File: src/rtl/if_pkg.sv
// rtl/if_pkg.sv - shared constants, fetch state type and PC helper for the fetch controller
package if_pkg;

    localparam logic [15:0] IF_RESET_PC   = 16'h0000;
    localparam logic [3:0]  IF_HLT_OPCODE = 4'hF;
    localparam logic [15:0] IF_NOP        = 16'h0000;

    typedef enum logic {
        FETCH_RUN  = 1'b0,
        FETCH_HALT = 1'b1
    } fetch_state_e;

    // Word-address increment; the 16-bit result wraps FFFF -> 0000 naturally.
    function automatic logic [15:0] pc_inc(input logic [15:0] pc);
        return pc + 16'd1;
    endfunction

endpackage

File: src/rtl/if_fetch_ctrl_pc_reg.sv
// rtl/if_fetch_ctrl_pc_reg.sv - 16-bit program counter with async reset, hold, load and wrap-increment
module pc_reg
    import if_pkg::*;
#(
    parameter logic [15:0] RESET_PC = IF_RESET_PC
) (
    input  logic        clk,
    input  logic        rst_n,
    input  logic        load_i,
    input  logic [15:0] load_pc_i,
    input  logic        inc_i,
    output logic [15:0] pc_o
);

    logic [15:0] pc_q;
    logic [15:0] pc_d;

    always_comb begin
        pc_d = pc_q;
        if (load_i) begin
            pc_d = load_pc_i;
        end else if (inc_i) begin
            pc_d = pc_inc(pc_q);
        end
    end

    always_ff @(posedge clk or negedge rst_n) begin
        if (!rst_n) begin
            pc_q <= RESET_PC;
        end else begin
            pc_q <= pc_d;
        end
    end

    assign pc_o = pc_q;

endmodule

File: src/rtl/if_fetch_ctrl.sv
// rtl/if_fetch_ctrl.sv - instruction fetch controller; HLT detection enabled by IF_HALT_DETECT_EN
module if_fetch_ctrl
    import if_pkg::*;
#(
    parameter logic [15:0] RESET_PC   = IF_RESET_PC,
    parameter logic [3:0]  HLT_OPCODE = IF_HLT_OPCODE
) (
    input  logic        clk,
    input  logic        rst_n,
    input  logic        stall,
    input  logic        redirect,
    input  logic [15:0] redirect_pc,
    output logic [15:0] im_addr,
    output logic        im_rd_en,
    input  logic [15:0] im_instr,
    output logic [15:0] if_instr,
    output logic [15:0] if_pc,
    output logic [15:0] if_pc_plus1,
    output logic        if_valid,
    output logic        halted
);

    fetch_state_e state_q;
    logic [15:0]  pc;
    logic [15:0]  if_instr_q;
    logic [15:0]  if_pc_q;
    logic [15:0]  if_pc_plus1_q;
    logic         if_valid_q;
    logic         halted_q;

    logic run;
    logic fetch;
    logic hlt_hit;
    logic pc_load;
    logic pc_inc_en;

    assign run   = (state_q == FETCH_RUN);
    // Redirect wins over stall, so a completed fetch needs neither.
    assign fetch = run && !redirect && !stall;

`ifdef IF_HALT_DETECT_EN
    assign hlt_hit = fetch && (im_instr[15:12] == HLT_OPCODE);
`else
    logic unused_hlt_opcode;
    assign hlt_hit           = 1'b0;
    assign unused_hlt_opcode = ^HLT_OPCODE;
`endif

    // PC parks on the HLT word so im_addr keeps pointing at it while halted.
    assign pc_load   = run && redirect;
    assign pc_inc_en = fetch && !hlt_hit;

    pc_reg #(
        .RESET_PC (RESET_PC)
    ) u_pc_reg (
        .clk       (clk),
        .rst_n     (rst_n),
        .load_i    (pc_load),
        .load_pc_i (redirect_pc),
        .inc_i     (pc_inc_en),
        .pc_o      (pc)
    );

    always_ff @(posedge clk or negedge rst_n) begin
        if (!rst_n) begin
            state_q       <= FETCH_RUN;
            if_instr_q    <= IF_NOP;
            if_pc_q       <= 16'h0000;
            if_pc_plus1_q <= 16'h0001;
            if_valid_q    <= 1'b0;
            halted_q      <= 1'b0;
        end else if (state_q == FETCH_RUN) begin
            if (redirect) begin
                if_valid_q <= 1'b0;
            end else if (!stall) begin
                if_instr_q    <= im_instr;
                if_pc_q       <= pc;
                if_pc_plus1_q <= pc_inc(pc);
                if_valid_q    <= 1'b1;
                if (hlt_hit) begin
                    state_q  <= FETCH_HALT;
                    halted_q <= 1'b1;
                end
            end
        end else begin
            if_valid_q <= 1'b0;
        end
    end

    assign im_addr     = pc;
    assign im_rd_en    = run && !stall;
    assign if_instr    = if_instr_q;
    assign if_pc       = if_pc_q;
    assign if_pc_plus1 = if_pc_plus1_q;
    assign if_valid    = if_valid_q;
    assign halted      = halted_q;

endmodule

File: config.mk
export PLATFORM = sky130hd
export DESIGN_NAME = if_fetch_ctrl
export DESIGN_NICKNAME = d
export VERILOG_FILES = /design/src/rtl/if_pkg.sv /design/src/rtl/if_fetch_ctrl_pc_reg.sv /design/src/rtl/if_fetch_ctrl.sv
export SDC_FILE = /design/constraint.sdc
export NUM_CORES = 1
export LEC_CHECK = 0
export ABC_CLOCK_PERIOD_IN_PS = 2400
export BUFFER_PORTS_ARGS = -buffer_cell sky130_fd_sc_hd__buf_2
export CAP_MARGIN = 25
export CORE_MARGIN = 4
export CORE_UTILIZATION = 28
export DETAILED_ROUTE_END_ITERATION = 8
export GPL_TIMING_DRIVEN = 0
export PLACE_DENSITY = 0.52
export REMOVE_ABC_BUFFERS = 1
export SKIP_LAST_GASP = 1
export SLEW_MARGIN = 20
export SYNTH_ARGS = -nofsm -noshare
export SYNTH_HDL_FRONTEND = slang
export SYNTH_HIERARCHICAL = 1
export SYNTH_SLANG_ARGS = --single-unit
File: constraint.sdc
create_clock -name clk -period 2.4 [get_ports clk]
set_clock_uncertainty 0.15 [all_clocks]
set_input_delay 0.48 -clock clk [delete_from_list [all_inputs] [get_ports clk]]
set_output_delay 0.48 -clock clk [all_outputs]
set_load 0.01 [all_outputs]
# After elaboration in Yosys (flattened, before gate mapping)

Cells that the tools add are included.

ROM bits: 0
Input bits: 36
Output and inout bits: 67
Memories kept: 0
Register bits after elaboration: 66
Word-level logic and storage cells: 25
Latch bits: 0
Memory bits (writable): 0

Bitwise gates (word level): 3
Div/mod/pow operators: 0
Multipliers: 0
Equal/unequal tests: 1
Muxes and demuxes: 6
Reductions and logical operators: 8
$lt $le $gt $ge: 0
Shift operators: 0
Add/subtract/negate cells: 1

Operator list:

| cell                                                                     | number |
|---|---|
| 16-bit 2-to-1 mux                                                        | 2 |
| 16-bit by 1-bit adder with 16-bit output (second input constant)         | 1 |
| 1-bit logical AND                                                        | 4 |
| 1-bit 2-to-1 mux                                                         | 4 |
| 3-bit by 1-bit inequality test with 1-bit output (second input constant) | 1 |
| 1-bit NOT                                                                | 3 |
| 3-bit AND reduction                                                      | 1 |
| 1-bit zero test                                                          | 2 |
| 2-bit nonzero test                                                       | 1 |

# Longest topological paths before layout

Gate-level depths: netlist of the first run.

Word-level depth: 5
Depth in mapped cells: 9
Gate-level depth less buffers: 6

# Cells and area by module

Netlist of the first run, hierarchy kept.

Modules (own cells, without submodules):

| module        | times used | sequential area each (µm²) | cells each | area an instance (µm²) |
|---|---|---|---|---|
| if_fetch_ctrl | 1          | 1227.4                     | 235        | 2110.8 |
| pc_reg        | 1          | 400.4                      | 99         | 943.4 |

# Worst setup path after synthesis of the first run

No wires, ideal clock.

Path type: input to register
Start: in stall
End: reg u_pc_reg.pc_q[15] (netlist: u_pc_reg/pc_o[15])
Path buffers: 2
Setup time: 0.124 ns
Arrival time: 1.918 ns
Cell stages on the path: 8
Path slack: 0.209 ns
Path through: or2_1 buf_2 inv_2 buf_2 nand4_4 nor2_2 a31oi_1 o31a_1

Cells in the longest elaborated chain, start to end: 3

Ends and longest elaborated chain:

| item                         | line                       | text |
|---|---|---|
| start, declared              | if_fetch_ctrl.sv:10        | `input logic stall,` |
| 1-bit zero test              | if_fetch_ctrl.sv:39        | `assign fetch = run && !redirect && !stall;` |
| 1-bit logical AND            | if_fetch_ctrl.sv:39        |  |
| via fetch                    | if_fetch_ctrl.sv:32        | `logic fetch;` |
| 2-bit nonzero test (no line) | -                          |  |
| end signal, assigned         | if_fetch_ctrl_pc_reg.sv:31 | `pc_q <= pc_d;` |
| end, declared                | if_fetch_ctrl_pc_reg.sv:15 | `logic [15:0] pc_q;` |

The timed path passes the listed nets, and every way through them passes these cells.
A chain may end at the register's enable or synchronous reset.

# Worst setup path in the final report of the first run

Start: in redirect
End: reg u_pc_reg.pc_q[14] (netlist: u_pc_reg/pc_o[14])

Cells in the longest elaborated chain, start to end: 4
Elaborated cells on any way between the ends: 6

Ends and longest elaborated chain:

| item                            | line                | text |
|---|---|---|
| start, declared                 | if_fetch_ctrl.sv:11 | `input logic redirect,` |
| 1-bit zero test                 | if_fetch_ctrl.sv:39 |  |
| 1-bit logical AND (2 in series) | if_fetch_ctrl.sv:39 |  |
| 2-bit nonzero test (no line)    | -                   |  |

Several ways; a longest one is shown, not always the timed one.

==> results of run 1 <==
sequential cells by signal (all words and copies together) (netlist names):
register / cells
if_pc_plus1: 16
if_valid: 1
if_instr: 16
u_pc_reg/pc_o: 16
if_pc: 16
cell families after synthesis:
group	share of synthesized area
buffers and inverters	0.04138
and+or+nand+nor	0.2757
muxes	0.003277
other	0.001228
adders and majority gates	0.008192
xor gates and xnor gates	0.07169
DFF	0.5330
AOI/OAI and AO/OA	0.06555
metrics by stage:
stage / area [µm²] / hold slack (ns) / TNS [ns] / power [µW]
2_1_floorplan: 2958 / 0.03441 / -13.14 / 1634
3_3_place_gp: 3633 / 0.3013 / -108.25 / 1904
3_5_place_dp: 3666 / 0.2109 / -23.46 / 1930
4_1_cts: 3915 / 0.1526 / 0 / 3020
5_1_grt: 3924 / 0.1627 / 0 / 3142
6_report: 3924 / 0.1651 / 0 / 2962
cells in the final DEF (no fill, tap or decap), types with 7 or more instances in the layout:
cell	count
xor2_1	15
nand3_1	10
inv_1	7
xnor2_1	10
o21ai_0	20
nand4_1	10
o21ai_1	8
clkbuf_8	10
nand2_1	130
dfrtp_1	64
buf_2	100
path summary, 6_finish.rpt:
check / start / depth (start not counted) / slack [ns] / to
max in group asynchronous: rst_n / 3 / 1.18 / u_pc_reg/pc_o[4]$_DFFE_PN0P_
hold / removal: im_instr[4] / 3 / 0.17 / if_instr[4]$_DFFE_PN0P_
setup / recovery: redirect / 6 / 0.12 / u_pc_reg/pc_o[14]$_DFFE_PN0P_
min in group asynchronous: rst_n / 2 / 0.38 / if_instr[3]$_DFFE_PN0P_
setup reg to reg: u_pc_reg/pc_o[5]$_DFFE_PN0P_ / 4 / 0.46 / u_pc_reg/pc_o[14]$_DFFE_PN0P_
hold reg to reg: if_pc[13]$_DFFE_PN0P_ / 2 / 0.32 / if_pc[13]$_DFFE_PN0P_
metal layers:
metal  share of wire  GRT usage  vias to the layer above
met5               0          0                        -
met4           0.010    0.03846                        0
met3           0.064    0.04151                        9
met2            0.47     0.2420                       83
met1            0.45     0.1886                     1260
li1                -          -                     1296
area by class of cell:
type | count | area share
Inverter | 8 | 0.009566
Sequential cell | 65 | 0.4149
Clock buffer | 12 | 0.03699
Multi-Input combinational cell | 244 | 0.3367
Timing Repair Buffer | 103 | 0.1390
Clock inverter | 4 | 0.01945
Tap cell | 136 | 0.04337
report_power, final:
group	internal, µW	switching (µW)
sequential	1240	142
clock	617	445
combinational	220	301
total	2070	888
worst min-delay path: stages:
cell	delay, ns
buf_2	0.07
nand2_1	0.04
nand2_1	0.04
timing repair:
| action | CTS | global route |
|---|---|---|
| hold endpoints to repair | 13 | 0 |
| cloned | 2 | 0 |
| pin swaps | 1 | 0 |
| resized for setup | 2 | 3 |
| hold buffers | 1 | 0 |
| setup endpoints to repair | 17 | 7 |
==> flow_summary.ini, run 1 <==
[run_status]
status = completed

[clock_network]
cts_tree = yes
clock_sinks = 65
htreeDepth = 3
clk_latency_ns = 0.35
clock-root-buffer = clkbuf_8
clk_path_buf_depth = 2
cts_made_buffers = 9
clkSlewWorstSetupHoldPaths_ns = 0.08
postCtsSetupBuffers = 0

[cells_and_area]
area_growth_pct = 28.47
drive_gt1_frac = 0.3050
fillerInstances = 1154
regArea_um2 = 1628
diodes = 0
nets = 469
multi_input_area_um2 = 1321
utilization = 0.3750
stdcell_count = 572

[power]
power_density_nw_per_um2 = 754.9
ir_drop_uv = 268.9
p_leak_uw = 0.001966

[detailed_routing]
drt_iter0_markers = 134
drt_wl_total_um = 8956
vias = 2648
drt_pass1_iterations = 4
drc = 0
drtAntennaViolNets = 0
wl_per_cell_um = 15.66
avgViaCountPerCell = 4.629

[critical_path]
path_buf_inv = 2
critPathLaunchType = input pin
crit_path_cell_trace = buf_2, or2_4, inv_8, and4_2, and4_2, o31a_1
cp_slowest_stage_delay_ns = 0.45
critical_path.slowest_cell = buf_2
worstPathArrival_ns = 2.37
critical_path.top_delay_family = simple AND/OR/NAND/NOR gates
critPathMaxFanout = 39
worst-setup-path-type = in -> reg
cp_data_required_time_ns = 2.49
endpoint_kind = register
cp_common_cell = and4_2

[sta]
rsz0062_at_grt = false
period_minus_slack_ns = 2.278
setup_ws_ns = 0.1222
hold_viol_final = 0
finalCritPeriodShare = 0.9491
drv_slew = 0
worst_pin_slew_ns = 0.7176
relSlewSlack = 0.5216
setup_viol = 0
fmax_mhz = 439.0

[yosys]
syn_inst = 334
synth_top_cell_area_share = 0.5244
syn_area_per_cell_um2 = 9.144
synth-main-ff-cell = dfrtp_1
ys_top_cells_by_count = 130 x nand2_1, 64 x dfrtp_1, 20 x o21ai_0
synth-edff-count = 0
ys_seq_area_frac = 0.5330
synth_top_area_cell = dfrtp_1
synth_area_um2 = 3054
yosys_warnings = 6
synth.most_common_cell = nand2_1
ys_types = 35
async_flop_share = 1.000
ys_seq_elements = 65
netlist_top_cells_area = dfrtp_1 52%, nand2_1 16%, xor2_1 4.3%, o21ai_0 3.3%, xnor2_1 2.9%

[placed_design]
pre_cts_ws_ns = -1.058
placedCellCount = 553
globalplace.congestion = 0.7720
hpwlAfterDp_um = 5630
port_buffers = 101

[die]
die_x_um = 112.4
fp.dieH_um = 112.4
die-area_um2 = 12640
io_pins = 103
placeableCoreArea_um2 = 10460
initial_utilization = 0.2919
row_count = 37

[global_route]
grt_pass1_vias = 2721
grt_usage = 0.1463
grt-ovfl-total = 0
antenna_found_initial = 0
grt_pass1_wl_um = 14610
grt_start_max_net_pins = 52

[job]
drv_cap = 0

[hold_path]
hold_path_class = in -> reg
(Power assumes the default switching activity.)
==> run 2: changes to the inputs <==
--- a/config.mk
+++ b/config.mk
@@ -6,7 +6,7 @@
 export NUM_CORES = 1
 export LEC_CHECK = 0
 export ABC_CLOCK_PERIOD_IN_PS = 2400
-export BUFFER_PORTS_ARGS = -buffer_cell sky130_fd_sc_hd__buf_2
+export BUFFER_PORTS_ARGS = -buffer_cell sky130_fd_sc_hd__clkbuf_2
 export CAP_MARGIN = 25
 export CORE_MARGIN = 4
 export CORE_UTILIZATION = 28
==> run 2 against run 1 <==
  * Critical path depth unchanged
  * Sequential cell count unchanged
  * Cell count decreased by 0.17%
  * Total power decreased by 5.5%
  * Global-route usage decreased by 0.19 points
  * Worst setup slack improved by 0.025 ns
  * Clock-buffer cell count decreased by 1
  * Register-to-register slack about the same
  * Combinational power about the same
  * Via count decreased by 0.42%
  * Fmax increased by 1.1%
  * Die area unchanged
==> flow_summary.ini, run 2 (same netlist as run 1, synthesis figures left out) <==
[critical_path]
cp_common_cell = and4_2
critical_path.top_delay_family = simple AND/OR/NAND/NOR gates
crit_path_cell_trace = clkbuf_4, or2_4, clkinv_8, and4_2, and4_2, o31a_1
endpoint_kind = register
cp_data_required_time_ns = 2.48
path_buf_inv = 2
worstPathArrival_ns = 2.33
critical_path.slowest_cell = or2_4
worst-setup-path-type = in -> reg
cp_slowest_stage_delay_ns = 0.40
critPathMaxFanout = 39
critPathLaunchType = input pin

[global_route]
grt_pass1_vias = 2589
grt_pass1_wl_um = 14320
antenna_found_initial = 0
grt_usage = 0.1444
grt_start_max_net_pins = 43
grt-ovfl-total = 0

[sta]
finalCritPeriodShare = 0.9389
setup_viol = 0
worst_pin_slew_ns = 0.7166
rsz0062_at_grt = false
drv_slew = 0
setup_ws_ns = 0.1467
relSlewSlack = 0.5223
fmax_mhz = 443.8
period_minus_slack_ns = 2.253
hold_viol_final = 0

[cells_and_area]
layout_common_cells = 130 x nand2_1, 99 x clkbuf_2, 64 x dfrtp_1, 20 x o21ai_0, 15 x xor2_1
final_cell_area_um2 = 3881
diodes = 0
layout_commonest_cell = nand2_1
drive_gt1_frac = 0.3034
stdcell_count = 571
nets = 469
area_growth_pct = 27.08

[clock_network]
clock-root-buffer = clkbuf_8
cts_made_buffers = 9
clk_path_buf_depth = 2
clk_latency_ns = 0.34
htreeDepth = 3
postCtsSetupBuffers = 0
clkSlewWorstSetupHoldPaths_ns = 0.07
cts_tree = yes
clock_sinks = 65

[detailed_routing]
avgViaCountPerCell = 4.618
vias = 2637
drc = 0
wl_per_cell_um = 15.42
drt_wl_total_um = 8805
drt_iter0_markers = 83
drt_pass1_iterations = 4
drtAntennaViolNets = 0

[die]
fp.dieH_um = 112.4
die-area_um2 = 12640
io_pins = 103
initial_utilization = 0.2919
placeableCoreArea_um2 = 10460
die_x_um = 112.4
row_count = 37

[placed_design]
dpl_cell_area_um2 = 3666
hpwlAfterDp_um = 5599
port_buffers = 101
globalplace.congestion = 0.7674
pre_cts_ws_ns = -1.129
placedCellCount = 553

[power]
ir_drop_uv = 247.5
p_leak_uw = 0.001954
p_total_uw = 2801
power_density_nw_per_um2 = 721.6

[run_status]
status = completed

[job]
drv_cap = 0

[hold_path]
hold_path_class = in -> reg
run 2: what timing repair did:
action / in CTS / in global routing
pin swaps: 1 / 0
setup endpoints to repair: 49 / 5
endpoints found under the hold margin: 22 / 0
gates resized for setup: 4 / 2
hold buffers: 1 / 0
cloned: 2 / 0
run 2: metrics by stage:
stage            util  setup TNS [ns]  hold WS [ns]
2_1_floorplan       -          -13.14       0.03441
3_3_place_gp   0.3473         -111.20        0.3061
3_5_place_dp   0.3504          -26.94        0.3008
4_1_cts        0.3704               0        0.1644
5_1_grt        0.3710               0        0.1763
6_report       0.3710               0        0.1763
run 2: final timing paths:
check	start	end	slack, ns	cells after the start
worst max-delay path	redirect	u_pc_reg/pc_o[14]$_DFFE_PN0P_	0.15	6
worst min-delay path	im_instr[10]	if_instr[10]$_DFFE_PN0P_	0.18	3
worst max register to register	u_pc_reg/pc_o[5]$_DFFE_PN0P_	u_pc_reg/pc_o[14]$_DFFE_PN0P_	0.46	4
worst min register to register	if_instr[0]$_DFFE_PN0P_	if_instr[0]$_DFFE_PN0P_	0.32	2
max in group asynchronous	rst_n	u_pc_reg/pc_o[5]$_DFFE_PN0P_	1.08	3
min in group asynchronous	rst_n	if_pc[3]$_DFFE_PN0P_	0.47	2
run 2: layout make-up:
class                   instances  area (µm²)
clock buffers                  11       131.4
repair buffers                103       548.0
inverters                       8       42.54
flip-flops and latches         65        1628
well taps                     136       170.2
clock inverters                 4       45.04
fillers                      1120        6581
multi-input cells             244        1316
run 2: tightest hold or removal path, delay by kind of cell:
family	cells	cell delay, ns
AND/OR/NAND/NOR	2	0.08
buffers and inverters	1	0.08
run 2: metal layers:
layer,GRT usage,wire length [µm],up-vias
met5,0,0,-
met4,0.04087,97,0
met3,0.03342,567,9
met2,0.2308,4019,88
met1,0.1963,4120,1244
li1,-,-,1296
run 2: report_power, final:
part	switching, µW	internal (µW)
clock network	427	470
logic	302	218
registers	146	1240
total	875	1930
==> run 3: changes to the inputs <==
--- a/config.mk
+++ b/config.mk
@@ -5,6 +5,7 @@
 export SDC_FILE = /design/constraint.sdc
 export NUM_CORES = 1
 export LEC_CHECK = 0
+export ABC_AREA = 1
 export ABC_CLOCK_PERIOD_IN_PS = 2400
 export BUFFER_PORTS_ARGS = -buffer_cell sky130_fd_sc_hd__clkbuf_2
 export CAP_MARGIN = 25
@@ -12,7 +13,7 @@
 export CORE_UTILIZATION = 28
 export DETAILED_ROUTE_END_ITERATION = 8
 export GPL_TIMING_DRIVEN = 0
-export PLACE_DENSITY = 0.52
+export PLACE_DENSITY = 0.51
 export REMOVE_ABC_BUFFERS = 1
 export SKIP_LAST_GASP = 1
 export SLEW_MARGIN = 20
@@ -20,3 +21,4 @@
 export SYNTH_HDL_FRONTEND = slang
 export SYNTH_HIERARCHICAL = 1
 export SYNTH_SLANG_ARGS = --single-unit
+export TNS_END_PERCENT = 100
==> run 3 against run 2 <==
  * Register-to-register slack better by 0.10 ns
  * Non-clock buffer count is 1 higher
  * Via count rose by 16%
  * Synthesized cell count rose by 26%
  * Synthesized area increased by 6.3%
  * Fmax is 12% higher
  * Worst hold slack better by 0.025 ns
  * Worst setup slack gained 0.24 ns
  * Routed wire length rose by 3.9%
  * Core utilization about the same
  * Critical endpoint is now u_pc_reg/pc_o[6]$_DFFE_PN0P_
  * Clock power increased by 61%
  * Highest routed layer unchanged
==> flow_summary.ini, run 3 <==
[power]
power_density_nw_per_um2 = 813.6
ir_drop_uv = 285.9
p_leak_uw = 0.002226

[detailed_routing]
drt_wl_total_um = 9148
drt_iter0_markers = 114
drc = 0
drtAntennaViolNets = 0
drt_pass1_iterations = 4
wl_per_cell_um = 13.69
avgViaCountPerCell = 4.573
vias = 3055

[cells_and_area]
layout_common_cells = 151 x nand2_1, 100 x clkbuf_2, 64 x dfrtp_1, 52 x nor2_1, 37 x nand3_1
area_growth_pct = 29.79
nets = 558
drive_gt1_frac = 0.2514
layout_commonest_cell = nand2_1
utilization = 0.3706
diodes = 0

[sta]
period_minus_slack_ns = 2.014
setup_viol = 0
relSlewSlack = 0.3170
drv_slew = 0
rsz0062_at_grt = false
finalSetupTns_ns = 0
worst_pin_slew_ns = 1.021
setup_ws_ns = 0.3862
finalCritPeriodShare = 0.8391
fmax_mhz = 496.6
hold_viol_final = 0

[clock_network]
clkSlewWorstSetupHoldPaths_ns = 0.06
cts_made_buffers = 9
clock-root-buffer = clkbuf_16
clk_path_buf_depth = 2
clk_latency_ns = 0.33
clock_sinks = 65
postCtsSetupBuffers = 0
htreeDepth = 3
cts_tree = yes

[global_route]
antenna_found_initial = 0
grt_start_max_net_pins = 66
grt_pass1_wl_um = 15130
grt-ovfl-total = 0
grt_usage = 0.1452
grt_pass1_vias = 3000

[job]
drv_cap = 0

[run_status]
status = completed

[die]
fp.dieH_um = 115.7
die-area_um2 = 13380
row_count = 39
die_x_um = 115.7
io_pins = 103
placeableCoreArea_um2 = 11370
initial_utilization = 0.2856

[yosys]
syn_area_per_cell_um2 = 7.731
synth_top_area_cell = dfrtp_1
synth_area_um2 = 3247
ys_seq_area_frac = 0.5013
async_flop_share = 1.000
synth-main-ff-cell = dfrtp_1
yosys_warnings = 6
ys_types = 24
synth_top_cell_area_share = 0.4933
ys_seq_elements = 65
syn_inst = 420
netlist_top_cells_area = dfrtp_1 49%, nand2_1 17%, nor2_1 6.0%, nand3_1 5.7%, inv_1 3.8%
synth-edff-count = 0
synth.most_common_cell = nand2_1
ys_top_cells_by_count = 151 x nand2_1, 64 x dfrtp_1, 52 x nor2_1

[hold_path]
hold_path_class = in -> reg
min_from = im_instr[3]

[placed_design]
port_buffers = 101
globalplace.congestion = 0.7798
pre_cts_ws_ns = -0.1329
hpwlAfterDp_um = 6514

[critical_path]
critPathMaxFanout = 18
critPathLaunch = redirect
critPathLaunchType = input pin
cp_data_required_time_ns = 2.50
r2r-start = u_pc_reg/pc_o[0]$_DFFE_PN0P_
worst-setup-path-type = in -> reg
worstPathArrival_ns = 2.11
endpoint_kind = register
==> run 3: cell count changes in the layout (fill, tap and decap cells not counted), moves of 6 or more <==
cell       before  now
nor2_1          3   52
nand3_1        10   37
o21ai_0        20    7
a22oi_1         0   12
inv_1           7   33
clkbuf_8        9    1
clkbuf_16       0    9
nand2_1       130  151
xor2_1         15    3
xnor2_1        10    4
==> run 3: kinds of logic after synthesis <==
| kind of cell | Yosys count | share of synthesized area |
|---|---|---|
| AOI/OAI and AO/OA | 40 | 0.07630 |
| xor gates and xnor gates | 7 | 0.01888 |
| adders and majority gates | 2 | 0.007706 |
| buffers and inverters | 51 | 0.07437 |
| DFF | 65 | 0.5014 |
| other | 1 | 0.001155 |
| and+or+nand+nor | 254 | 0.3202 |
==> run 3: timing repair <==
item                                    4_1_cts  5_1_grt
hold buffers                                  1        0
hold endpoints to repair                     28        0
resized for setup                             0        1
endpoints found under the setup margin        0       49
==> run 3: routing by layer <==
metal	track usage	part of all wire
met5	0	0
met4	0.04408	0.013
met3	0.03603	0.060
met2	0.2396	0.47
met1	0.1889	0.46
==> run 3: layout make-up <==
cell class / instances / area (µm²)
fill: 1229 / 7156
sequential: 65 / 1628
multi-input combinational: 304 / 1383
timing repair buffer: 104 / 558.0
clock buffer: 10 / 239.0
tap: 143 / 178.9
inverter: 36 / 137.6
clock inverter: 6 / 90.09
==> run 3: worst max-delay path: stages <==
cell and delay, ns:
clkbuf_2 0.35, nor2_4 0.18, nor2_1 0.81, a22oi_1 0.16
o21ai_1 0.13
==> run 3: metrics by stage <==
stage	total power, µW	hold slack (ns)	cell area, µm²	cells
5_1_grt	3642	0.1932	4214	668
2_1_floorplan	1702	0.03441	3141	405
4_1_cts	3490	0.1901	4212	668
6_report	3428	0.2017	4214	668
3_3_place_gp	2004	0.3025	3825	649
3_5_place_dp	2026	0.3104	3872	651
==> run 3: worst paths after layout <==
check | end | slack, ns | cells after the start
min reg2reg | if_instr[2]$_DFFE_PN0P_ | 0.32 | 2
min | if_instr[3]$_DFFE_PN0P_ | 0.20 | 3
min in group asynchronous | if_instr[10]$_DFFE_PN0P_ | 0.50 | 2
max reg2reg | if_pc_plus1[10]$_DFFE_PN0P_ | 0.56 | 6
max in group asynchronous | u_pc_reg/pc_o[8]$_DFFE_PN0P_ | 1.05 | 3
max | u_pc_reg/pc_o[6]$_DFFE_PN0P_ | 0.39 | 5
==> run 3: where the power goes <==
group	switching [µW]	leakage [µW]	internal, µW
clock	495	0.000159	941
combinational	348	0.00127	242
sequential	156	0.000795	1250
total	999	0.00223	2430
